File: src/rtl/seq_arith_unit_pkg.sv
// seq_arith_unit_pkg: alu_defs opcode constants and the sequential arith unit state type
// Shared by seq_arith_unit and its testbench; no ports.
package seq_arith_unit_pkg;
    localparam logic [2:0] ARITH_ADD = 3'd0;
    localparam logic [2:0] ARITH_SUB = 3'd1;
    localparam logic [2:0] ARITH_MOD = 3'd2;
    localparam logic [2:0] ARITH_EXP = 3'd3;
    localparam logic [2:0] MOV_      = 3'd4;
    typedef enum logic [2:0] {IDLE, RED, MUL, UPD, DONE} arith_state_e;
endpackage

File: src/rtl/seq_arith_unit_mod_mul.sv
// mod_mul: iterative MSB-first interleaved modular multiplier, r = x*y mod m after N steps
// Ports: clk_i, rst_ni (async active-low), load_i (capture x_i/y_i, clear r),
//        x_i, y_i (both < m_i), m_i (held stable while stepping), r_o (running remainder).
// Steps every cycle it is not loading; the owner reads r_o exactly N cycles after load.
module mod_mul #(
    parameter int N = 8
) (
    input  logic         clk_i,
    input  logic         rst_ni,
    input  logic         load_i,
    input  logic [N-1:0] x_i,
    input  logic [N-1:0] y_i,
    input  logic [N-1:0] m_i,
    output logic [N-1:0] r_o
);
    logic [N-1:0] x_q, x_d, y_q, y_d, r_q, r_d;
    logic [N+1:0] mw, t, t1;
    always_comb begin
        mw  = {2'b00, m_i};
        // 2r + y < 3m, so two conditional subtractions bring it back below m
        t   = {1'b0, r_q, 1'b0} + (x_q[N-1] ? {2'b00, y_q} : '0);
        t1  = t >= mw ? t - mw : t;
        r_d = load_i ? '0 : N'(t1 >= mw ? t1 - mw : t1);
        x_d = load_i ? x_i : x_q << 1;
        y_d = load_i ? y_i : y_q;
    end
    always_ff @(posedge clk_i or negedge rst_ni) begin
        if (!rst_ni) begin
            x_q <= '0;
            y_q <= '0;
            r_q <= '0;
        end else begin
            x_q <= x_d;
            y_q <= y_d;
            r_q <= r_d;
        end
    end
    assign r_o = r_q;
endmodule

File: src/rtl/seq_arith_unit.sv
// seq_arith_unit: multi-cycle ADD/SUB/MOV/MOD/EXP unit with start/busy/done handshake
// Ports: clk_i, rst_ni (async active-low), start_i, opcode_i[2:0], a_i/b_i/m_i[N-1:0],
//        busy_o, done_o (one-cycle pulse), result_o[N-1:0], overflow_o, cout_o, div_zero_o.
// Option: define SEQ_ARITH_EXP_EARLY_EXIT_EN to end EXP once the remaining exponent is zero.
module seq_arith_unit
    import seq_arith_unit_pkg::*;
#(
    parameter int N = 8
) (
    input  logic         clk_i,
    input  logic         rst_ni,
    input  logic         start_i,
    input  logic [2:0]   opcode_i,
    input  logic [N-1:0] a_i,
    input  logic [N-1:0] b_i,
    input  logic [N-1:0] m_i,
    output logic         busy_o,
    output logic         done_o,
    output logic [N-1:0] result_o,
    output logic         overflow_o,
    output logic         cout_o,
    output logic         div_zero_o
);
    localparam int CW = $clog2(N + 1);
    localparam logic [CW-1:0] LAST = CW'(N - 1);

    arith_state_e state_q, state_d;
    logic [N-1:0] a_q, a_d, base_q, base_d, acc_q, acc_d, exp_q, exp_d, m_q, m_d, res_q, res_d;
    logic [2:0] op_q, op_d;
    logic [CW-1:0] cnt_q, cnt_d, it_q, it_d;
    logic ovf_q, ovf_d, cout_q, cout_d, dz_q, dz_d;
    logic [N:0] sum, dif, sh;
    logic [N-1:0] red_r, r_ab, r_bb, upd_acc;
    logic is_add, is_sub, is_me, multi, cnt_last, upd_last, ld;

    assign is_add   = opcode_i == ARITH_ADD;
    assign is_sub   = opcode_i == ARITH_SUB;
    assign is_me    = opcode_i == ARITH_MOD || opcode_i == ARITH_EXP;
    assign multi    = is_me && m_i != '0;
    assign sum      = {1'b0, a_i} + {1'b0, b_i};
    assign dif      = {1'b0, a_i} - {1'b0, b_i};
    // restoring reduction: remainder lives in base_q, dividend bits shift out of a_q MSB-first
    assign sh       = {base_q, a_q[N-1]};
    assign red_r    = N'(sh >= {1'b0, m_q} ? sh - {1'b0, m_q} : sh);
    assign cnt_last = cnt_q == LAST;
    assign upd_acc  = exp_q[0] ? r_ab : acc_q;
`ifdef SEQ_ARITH_EXP_EARLY_EXIT_EN
    assign upd_last = it_q == LAST || (exp_q >> 1) == '0;
`else
    assign upd_last = it_q == LAST;
`endif

    always_ff @(posedge clk_i or negedge rst_ni) begin
        if (!rst_ni) state_q <= IDLE;
        else state_q <= state_d;
    end

    always_comb begin
        state_d = state_q;
        case (state_q)
            IDLE:    state_d = start_i ? (multi ? RED : DONE) : IDLE;
            RED:     state_d = cnt_last ? (op_q == ARITH_MOD ? DONE : MUL) : RED;
            MUL:     state_d = cnt_last ? UPD : MUL;
            UPD:     state_d = upd_last ? DONE : MUL;
            default: state_d = IDLE;
        endcase
    end

    always_comb begin
        busy_o = state_q == RED || state_q == MUL || state_q == UPD;
        done_o = state_q == DONE;
    end

    always_comb begin
        a_d = a_q;
        base_d = base_q;
        acc_d = acc_q;
        exp_d = exp_q;
        m_d = m_q;
        op_d = op_q;
        cnt_d = cnt_q;
        it_d = it_q;
        res_d = res_q;
        ovf_d = ovf_q;
        cout_d = cout_q;
        dz_d = dz_q;
        ld = 1'b0;
        case (state_q)
            IDLE: if (start_i) begin
                op_d = opcode_i;
                a_d = a_i;
                exp_d = b_i;
                m_d = m_i;
                base_d = '0;
                cnt_d = '0;
                it_d = '0;
                if (!multi) begin
                    res_d = is_add ? sum[N-1:0] : is_sub ? dif[N-1:0] : opcode_i == MOV_ ? b_i :
                            opcode_i == ARITH_MOD ? a_i : '0;
                    ovf_d = is_add ? ~(a_i[N-1] ^ b_i[N-1]) & (sum[N-1] ^ a_i[N-1]) :
                            is_sub ? (a_i[N-1] ^ b_i[N-1]) & (dif[N-1] ^ a_i[N-1]) : 1'b0;
                    cout_d = is_add ? sum[N] : is_sub ? dif[N] : 1'b0;
                    dz_d = is_me;
                end
            end
            RED: begin
                a_d = a_q << 1;
                base_d = red_r;
                cnt_d = cnt_last ? '0 : cnt_q + 1'b1;
                if (cnt_last && op_q == ARITH_MOD) {res_d, ovf_d, cout_d, dz_d} = {red_r, 3'b000};
                if (cnt_last && op_q != ARITH_MOD) begin
                    acc_d = m_q == N'(1) ? '0 : N'(1);
                    ld = 1'b1;
                end
            end
            MUL: cnt_d = cnt_last ? '0 : cnt_q + 1'b1;
            UPD: begin
                acc_d = upd_acc;
                base_d = r_bb;
                exp_d = exp_q >> 1;
                it_d = it_q + 1'b1;
                ld = 1'b1;
                if (upd_last) {res_d, ovf_d, cout_d, dz_d} = {upd_acc, 3'b000};
            end
            default: ;
        endcase
    end

    always_ff @(posedge clk_i or negedge rst_ni) begin
        if (!rst_ni) begin
            a_q <= '0;
            base_q <= '0;
            acc_q <= '0;
            exp_q <= '0;
            m_q <= '0;
            op_q <= '0;
            cnt_q <= '0;
            it_q <= '0;
            res_q <= '0;
            ovf_q <= 1'b0;
            cout_q <= 1'b0;
            dz_q <= 1'b0;
        end else begin
            a_q <= a_d;
            base_q <= base_d;
            acc_q <= acc_d;
            exp_q <= exp_d;
            m_q <= m_d;
            op_q <= op_d;
            cnt_q <= cnt_d;
            it_q <= it_d;
            res_q <= res_d;
            ovf_q <= ovf_d;
            cout_q <= cout_d;
            dz_q <= dz_d;
        end
    end

    // both products are loaded with the values acc/base take on this edge
    mod_mul #(.N(N)) u_mul_ab (
        .clk_i(clk_i), .rst_ni(rst_ni), .load_i(ld),
        .x_i(acc_d), .y_i(base_d), .m_i(m_q), .r_o(r_ab)
    );
    mod_mul #(.N(N)) u_mul_bb (
        .clk_i(clk_i), .rst_ni(rst_ni), .load_i(ld),
        .x_i(base_d), .y_i(base_d), .m_i(m_q), .r_o(r_bb)
    );

    assign result_o = res_q;
    assign overflow_o = ovf_q;
    assign cout_o = cout_q;
    assign div_zero_o = dz_q;
endmodule

File: config.mk
export PLATFORM = sky130hd
export DESIGN_NAME = seq_arith_unit
export DESIGN_NICKNAME = d
export VERILOG_FILES = /design/src/rtl/seq_arith_unit_pkg.sv /design/src/rtl/seq_arith_unit_mod_mul.sv /design/src/rtl/seq_arith_unit.sv
export SDC_FILE = /design/constraint.sdc
export NUM_CORES = 1
export LEC_CHECK = 0
export ABC_AREA = 1
export CAP_MARGIN = 15
export CORE_MARGIN = 2
export CORE_UTILIZATION = 60
export DETAILED_ROUTE_END_ITERATION = 8
export GPL_ROUTABILITY_DRIVEN = 0
export GPL_TIMING_DRIVEN = 1
export PLACE_DENSITY = 0.91
export SLEW_MARGIN = 15
export SYNTH_ARGS = -nofsm -noshare
export SYNTH_HDL_FRONTEND = slang
export SYNTH_SLANG_ARGS = --single-unit
File: constraint.sdc
create_clock -name clk_i -period 13.8 [get_ports clk_i]
set_input_delay 2.76 -clock clk_i [delete_from_list [all_inputs] [get_ports clk_i]]
set_output_delay 2.76 -clock clk_i [all_outputs]
set_load 0.01 [all_outputs]
======== Yosys cells after proc, flatten, opt, wreduce, memory -nomap -nowiden ========
Index checks and enable logic that the tools add are counted.
cells by class
  $add $sub $neg .......................... 11
  order comparisons ....................... 5
  eq/ne operators ......................... 17
  muxes and demuxes ....................... 58
  bitwise operators ....................... 6
  reductions and logical operators ........ 19
operators with widths
  kind                                            count
  two-way mux 8 bit                               22
  one-hot mux 8 bit (2 select lines)              3
  one-hot mux 8 bit (3 select lines)              2
  greater-or-equal comparator 10 x 8 -> 1 bit     4
  subtractor 8 bit                                3
  adder 9 x 10 -> 10 bit                          2
  two-way mux 10 bit                              2
  subtractor 10 x 8 -> 10 bit                     2
  one-hot mux 4 bit (2 select lines)              2
  == test 3 x 2 -> 1 bit (second input constant)  5
  two-way mux 1 bit                               15
  two-way mux 3 bit                               5
  one-hot mux 3 bit (4 select lines)              1
  adder 8 x 8 -> 9 bit                            1
  greater-or-equal comparator 9 x 8 -> 1 bit      1
  one-hot mux 1 bit (3 select lines)              3
  subtractor 8 x 8 -> 9 bit                       1
  adder 4 x 1 -> 4 bit (second input constant)    2
  == test 4 x 3 -> 1 bit (second input constant)  2
  == test 8 x 1 -> 1 bit (second input constant)  1
  two-way mux 4 bit                               2
  AND reduction 2 bit                             4
  nonzero test 8 bit                              1
  == test 3 x 1 -> 1 bit (second input constant)  2
  other kinds (15)                                28
word-level totals
  bits in registers ....................... 105
  input port bits ......................... 30
  output and inout port bits .............. 13

======== Logic depth before layout (Yosys ltp) ========
  depth in word-level cells ............... 8
  mapped depth ............................ 38

======== Cells and area by module ========
Synthesis repeated with hierarchy kept, for this count alone.
unflattened totals
  cells, all modules ...................... 1362
  area, all modules ....................... 9489.1 um2
modules (own cells, without submodules)
  module          times used  cells each  area each (um2)
  mod_mul         2           365         2484.9
  seq_arith_unit  1           632         4519.3

======== Worst setup path before layout ========
OpenSTA, ideal clock, no wires.
  kind .................................... reg2reg
  start ................................... register u_mul_ab.x_q[7]
  end ..................................... register u_mul_ab.r_q[0] (netlist: u_mul_ab.r_o[0])
  arrival time ............................ 4.375 ns
  required time ........................... 13.678 ns
  path slack .............................. 9.303 ns
  stages on the path, launching flop included .. 36
  buffers on the path ..................... 3
  period minus slack after synthesis ...... 4.497 ns
  path through ............................ dfrtp_1 > clkbuf_1 > nand2_1 > inv_1 > ha_1 > inv_1 > fa_1 > inv_1 > nand3_1 > nand2_1 > xor2_1 > inv_1 > ha_1 > nand2_1 > nor4_1 > nor2_2 > nand3_4 > buf_6 > nand2_1 > nand2_1 > ha_1 > inv_1 > fa_1 > nand3_1 > nand2_1 > nand3_1 > nand2_1 > nand2_1 > nand2_1 > nand2_1 > nand2_1 > a21oi_4 > buf_6 > nand3_1 > nand2_1 > nor2_1
on the way
  longest elaborated chain between the ends .. 7
  elaborated cells on any way between the ends .. 9
  those cells by class .................... add/sub: 3; order compare: 2; mux: 4
ends and longest elaborated chain
  what                                                                                        line                          RTL
  start: declaration                                                                          seq_arith_unit_mod_mul.sv:16  logic [N-1:0] x_q, x_d, y_q, y_d, r_q, r_d;
  start signal: assignment                                                                    seq_arith_unit_mod_mul.sv:29  x_q <= '0;
  start signal: assignment                                                                    seq_arith_unit_mod_mul.sv:33  x_q <= x_d;
  two-way mux 8 bit *                                                                         seq_arith_unit_mod_mul.sv:21  t = {1'b0, r_q, 1'b0} + (x_q[N-1] ? {2'b00, y_q} : '0);
  adder 9 x 10 -> 10 bit *                                                                    seq_arith_unit_mod_mul.sv:21
  subtractor 10 x 8 -> 10 bit or greater-or-equal comparator 10 x 8 -> 1 bit (tied branches)  seq_arith_unit_mod_mul.sv:22  t1 = t >= mw ? t - mw : t;
  two-way mux 10 bit *                                                                        seq_arith_unit_mod_mul.sv:22
  subtractor 8 bit or greater-or-equal comparator 10 x 8 -> 1 bit (tied branches)             seq_arith_unit_mod_mul.sv:23  r_d = load_i ? '0 : N'(t1 >= mw ? t1 - mw : t1);
  two-way mux 8 bit * (2 in series)                                                           seq_arith_unit_mod_mul.sv:23
  named net u_mul_ab.r_d[0]                                                                   seq_arith_unit_mod_mul.sv:16
  end signal: assignment                                                                      seq_arith_unit_mod_mul.sv:35  r_q <= r_d;
  end: declaration                                                                            seq_arith_unit_mod_mul.sv:16
Mark *: on every way through the listed nets, which the timed path passes. The rest lies on a longest branch.
A chain may end at the register's enable or synchronous reset.

======== Worst setup path in the final report ========
  start ................................... register u_mul_ab.x_q[7]
  end ..................................... register u_mul_ab.r_q[3] (netlist: u_mul_ab.r_o[3])
The elaborated chain is that of the path after synthesis.

==> flow_summary_export.csv <==
group,metric,value,unit
sta,fin_skew,0.01092,ns
clock_tree,h-tree-depth,3,
sta,finalSetupTns,0,ns
clock_tree,holdBufCountCts,0,
job,max_cap_violations,0,
critical_path,cpMostUsedCell,"nand2_1",
power_and_ir_drop,switching_share,25.88,%
floorplan,die-area,0.01558,sq mm
clock_tree,clk_pin_slew_worst_paths,0.07,ns
finish,diodes,0,
floorplan,start_util,60.73,%
yosys,synth.area.top_cells,"dfrtp_1, nand2_1, ha_1, inv_1, nand3_1",
drt,route.vias.total,8397,
critical_path,crit_family,"simple AND/OR/NAND/NOR gates",
clock_tree,clock_path_buffers,2,
drt,ant_nets,0,
floorplan,die_x,124.8,microns
critical_path,crit_buf_inv,8,
drt,viasPerCell,5.779,
finish,final_cell_area,0.009593,sq mm
clock_tree,clock_sinks,105,
drt,drt_iter0_drc,850,
yosys,synth_common_cells,"nand2_1, inv_1, dfrtp_1",
power_and_ir_drop,power_leakage,5.422,nW
finish,final_cells,1453,
power_and_ir_drop,combPwrFrac,8.7,%
power_and_ir_drop,switching_power,0.0001580,W
drt,postRouteWirelength,22700,microns
yosys,dominantRegCellSynth,"dfrtp_1",
global_routing,grt_pass1_vias,7848,
yosys,synth_warnings,0,
power_and_ir_drop,ir_worst_vdd,0.06876,mV
finish,fillers,1173,
sta,fmax,0.1993,GHz
power_and_ir_drop,p_seq_share,50.3,%
clock_tree,cts_root_buffer,"clkbuf_16",
critical_path,worstSetupEndpointType,"flop",
global_routing,track_usage,29.18,%
power_and_ir_drop,power.internal,0.0004525,W
power_and_ir_drop,pwr-share-clk,41.0,%
clock_tree,numCtsBuffers,9,
power_and_ir_drop,power.total,0.0006105,W
yosys,post-synth-top-area-cell,"dfrtp_1",
sta,maxSlewHeadroom,35.35,%
sta,worst_slew_pin_slew,0.9697,ns
clock_tree,clock_latency,0.36,ns
yosys,async_flop_share,100.0,%
sta,maxSlewViolCount,0,
yosys,syn-num-nets,1342,
global_routing,grt_start_max_net_pins,78,
yosys,netlist_instances,1231,
sta,rsz0062_at_grt,"false",
drt,drt-wirelength-per-cell,15.62,microns
place,portBuffers,42,
critical_path,worstSetupStartpointType,"flop",
min_path,min_path_type,"flop to flop",
finish,final_nets,1375,
critical_path,worst-setup-path-type,"flop to flop",
yosys,yosysSeqAreaShare,30.00,%
floorplan,io_pins,43,
floorplan,core.rowCount,44,
global_routing,grt_pass1_wl,37230,microns
yosys,synth_edf_count,0,
yosys,synth.cell_area,0.008760,sq mm
clock_tree,cts_tree,"yes",
sta,min_period,5.018,ns
critical_path,cp_slowest_stage_delay,0.47,ns
sta,fin_crit_sh,36.36,%
floorplan,design.core.area,0.01442,sq mm
drt,drt-pass1-iter-count,8,
finish,drive_gt1_share,6.225,%
yosys,ys_ff_latch,105,
yosys,yosys.cell_count.top_type,"nand2_1",
critical_path,arrival,5.26,ns
critical_path,critPathRequiredTime,14.04,ns
sta,finalHoldViolCount,0,
finish,multi_input_area,0.005241,sq mm
finish,area_delta_synth_final,9.513,%
yosys,synthDistinctLibCells,58,
place,place_inst,1437,
sta,whs,0.4456,ns
power_and_ir_drop,power.density,63.64,mW/mm^2
global_routing,antenna_found_initial,0,
place,dpl-instance-area,0.009309,sq mm
finish,register_area,0.002628,sq mm
drt,drc,0,
outcome,outcome,"complete, no violations",
floorplan,die_h,124.8,microns
place,dp_hpwl,17220,microns
sta,setup_viol,0,
critical_path,cpMaxStageDelayCell,"dfrtp_1",
yosys,avgSynthCellArea,7.116,sq um
clock_tree,cts_resized,0,
yosys,yosysTopAreaCellShare,30.00,%
critical_path,crit_path_max_fanout,16,
clock_tree,cts_setup_buffers,0,
global_routing,overflow,0,
## metrics by stage
| stage | setup slack [ns] | util (%) |
|---|---|---|
| floorplan | 9.303 | - |
| global placement | 8.858 | 64.54 |
| detailed placement | 8.772 | 64.54 |
| CTS | 8.850 | 66.51 |
| global route | 8.281 | 66.51 |
| finish | 8.782 | 66.51 |
## cells by family (layout without fill, tap and decap cells)
logic type / count (synthesis) / after routing / synth area share, %
buffers and inverters: 227 / 265 / 10.21
adders and majority gates: 81 / 81 / 12.34
and+or+nand+nor: 607 / 607 / 31.45
DFF: 105 / 105 / 30.00
AOI/OAI and AO/OA: 174 / 174 / 12.30
xor gates and xnor gates: 37 / 37 / 3.699
## placed cells by master (no fill, tap or decap), types with 3 or more instances in the layout
cell type,netlist,final
a21boi_0,4,4
a21o_1,3,3
a21oi_1,54,54
a21oi_2,5,5
a31oi_1,10,10
buf_4,1,4
clkbuf_16,0,9
clkdlybuf4s50_1,0,41
dfrtp_1,105,105
fa_1,9,9
ha_1,72,72
inv_1,195,195
inv_2,6,6
inv_6,0,4
nand2_1,362,362
nand2_2,7,7
nand2_4,4,4
nand3_1,79,79
nand3_2,3,3
nand3_4,3,3
nand3b_1,8,8
nand4_1,36,36
nor2_1,77,77
nor2_2,5,5
nor2_4,4,4
nor3_1,3,3
o211ai_1,16,16
o21a_1,3,3
o21ai_0,42,42
o21ai_1,9,8
o21ai_2,2,3
o221ai_1,4,4
o22ai_1,6,6
o311ai_0,4,4
or2_2,6,6
xnor2_1,20,20
xor2_1,17,17
## power by group through the flow
stage / logic [W] / registers [W] / clock network (W)
finish: 0.0000529 / 0.000307 / 0.000250
CTS: 0.0000515 / 0.000307 / 0.000250
global placement: 0.0000498 / 0.000314 / 0
detailed placement: 0.0000510 / 0.000314 / 0
global route: 0.0000579 / 0.000307 / 0.000262
floorplan: 0.0000266 / 0.000314 / 0
## flip-flops by register name (all words and copies together) (netlist names)
register      flops
a_q               8
acc_q             8
base_q            8
cnt_q             4
cout_o            1
div_zero_o        1
exp_q             8
it_q              4
m_q               8
op_q              3
overflow_o        1
result_o          8
state_q           3
u_mul_ab.r_o      8
u_mul_ab.x_q      8
u_mul_ab.y_q      8
u_mul_bb.r_o      8
u_mul_bb.x_q      8
## cell type report
| type | instances | share of cell area (%) |
|---|---|---|
| Timing Repair Buffer | 45 | 4.591 |
| Clock buffer | 9 | 2.348 |
| Tap cell | 184 | 2.400 |
| Clock inverter | 7 | 0.6130 |
| Inverter | 204 | 8.021 |
| Multi-Input combinational cell | 899 | 54.64 |
| Sequential cell | 105 | 27.39 |
## final timing paths
| path | start | endpoint | slack [ns] | depth (start not counted) |
|---|---|---|---|---|
| max | u_mul_ab.x_q[7]$_DFF_PN0_ | u_mul_ab.r_o[3]$_DFF_PN0_ | 8.78 | 35 |
| min | u_mul_bb.x_q[4]$_DFF_PN0_ | u_mul_bb.x_q[5]$_DFF_PN0_ | 0.45 | 2 |
| max reg2reg | u_mul_ab.x_q[7]$_DFF_PN0_ | u_mul_ab.r_o[3]$_DFF_PN0_ | 8.78 | 35 |
| min reg2reg | u_mul_bb.x_q[4]$_DFF_PN0_ | u_mul_bb.x_q[5]$_DFF_PN0_ | 0.45 | 2 |
| max in group asynchronous | rst_ni | u_mul_ab.y_q[5]$_DFFE_PN0P_ | 10.20 | 2 |
| min in group asynchronous | rst_ni | cnt_q[2]$_DFFE_PN0P_ | 2.31 | 1 |
## routing by layer
| layer | vias up | global-route usage [%] | wire [microns] |
|---|---|---|---|
| li1 | 4051 | - | - |
| met1 | 3865 | 40.76 | 9284 |
| met2 | 414 | 45.32 | 10510 |
| met3 | 67 | 6.057 | 2300 |
| met4 | 0 | 10.13 | 608 |
| met5 | - | 0 | 0 |
## tightest hold or removal path: cells and delay by family, from the launching register on
family / cells / cell delay, ns
and+or+nand+nor: 2 / 0.10
DFF: 1 / 0.32
(Power assumes the default switching activity.)
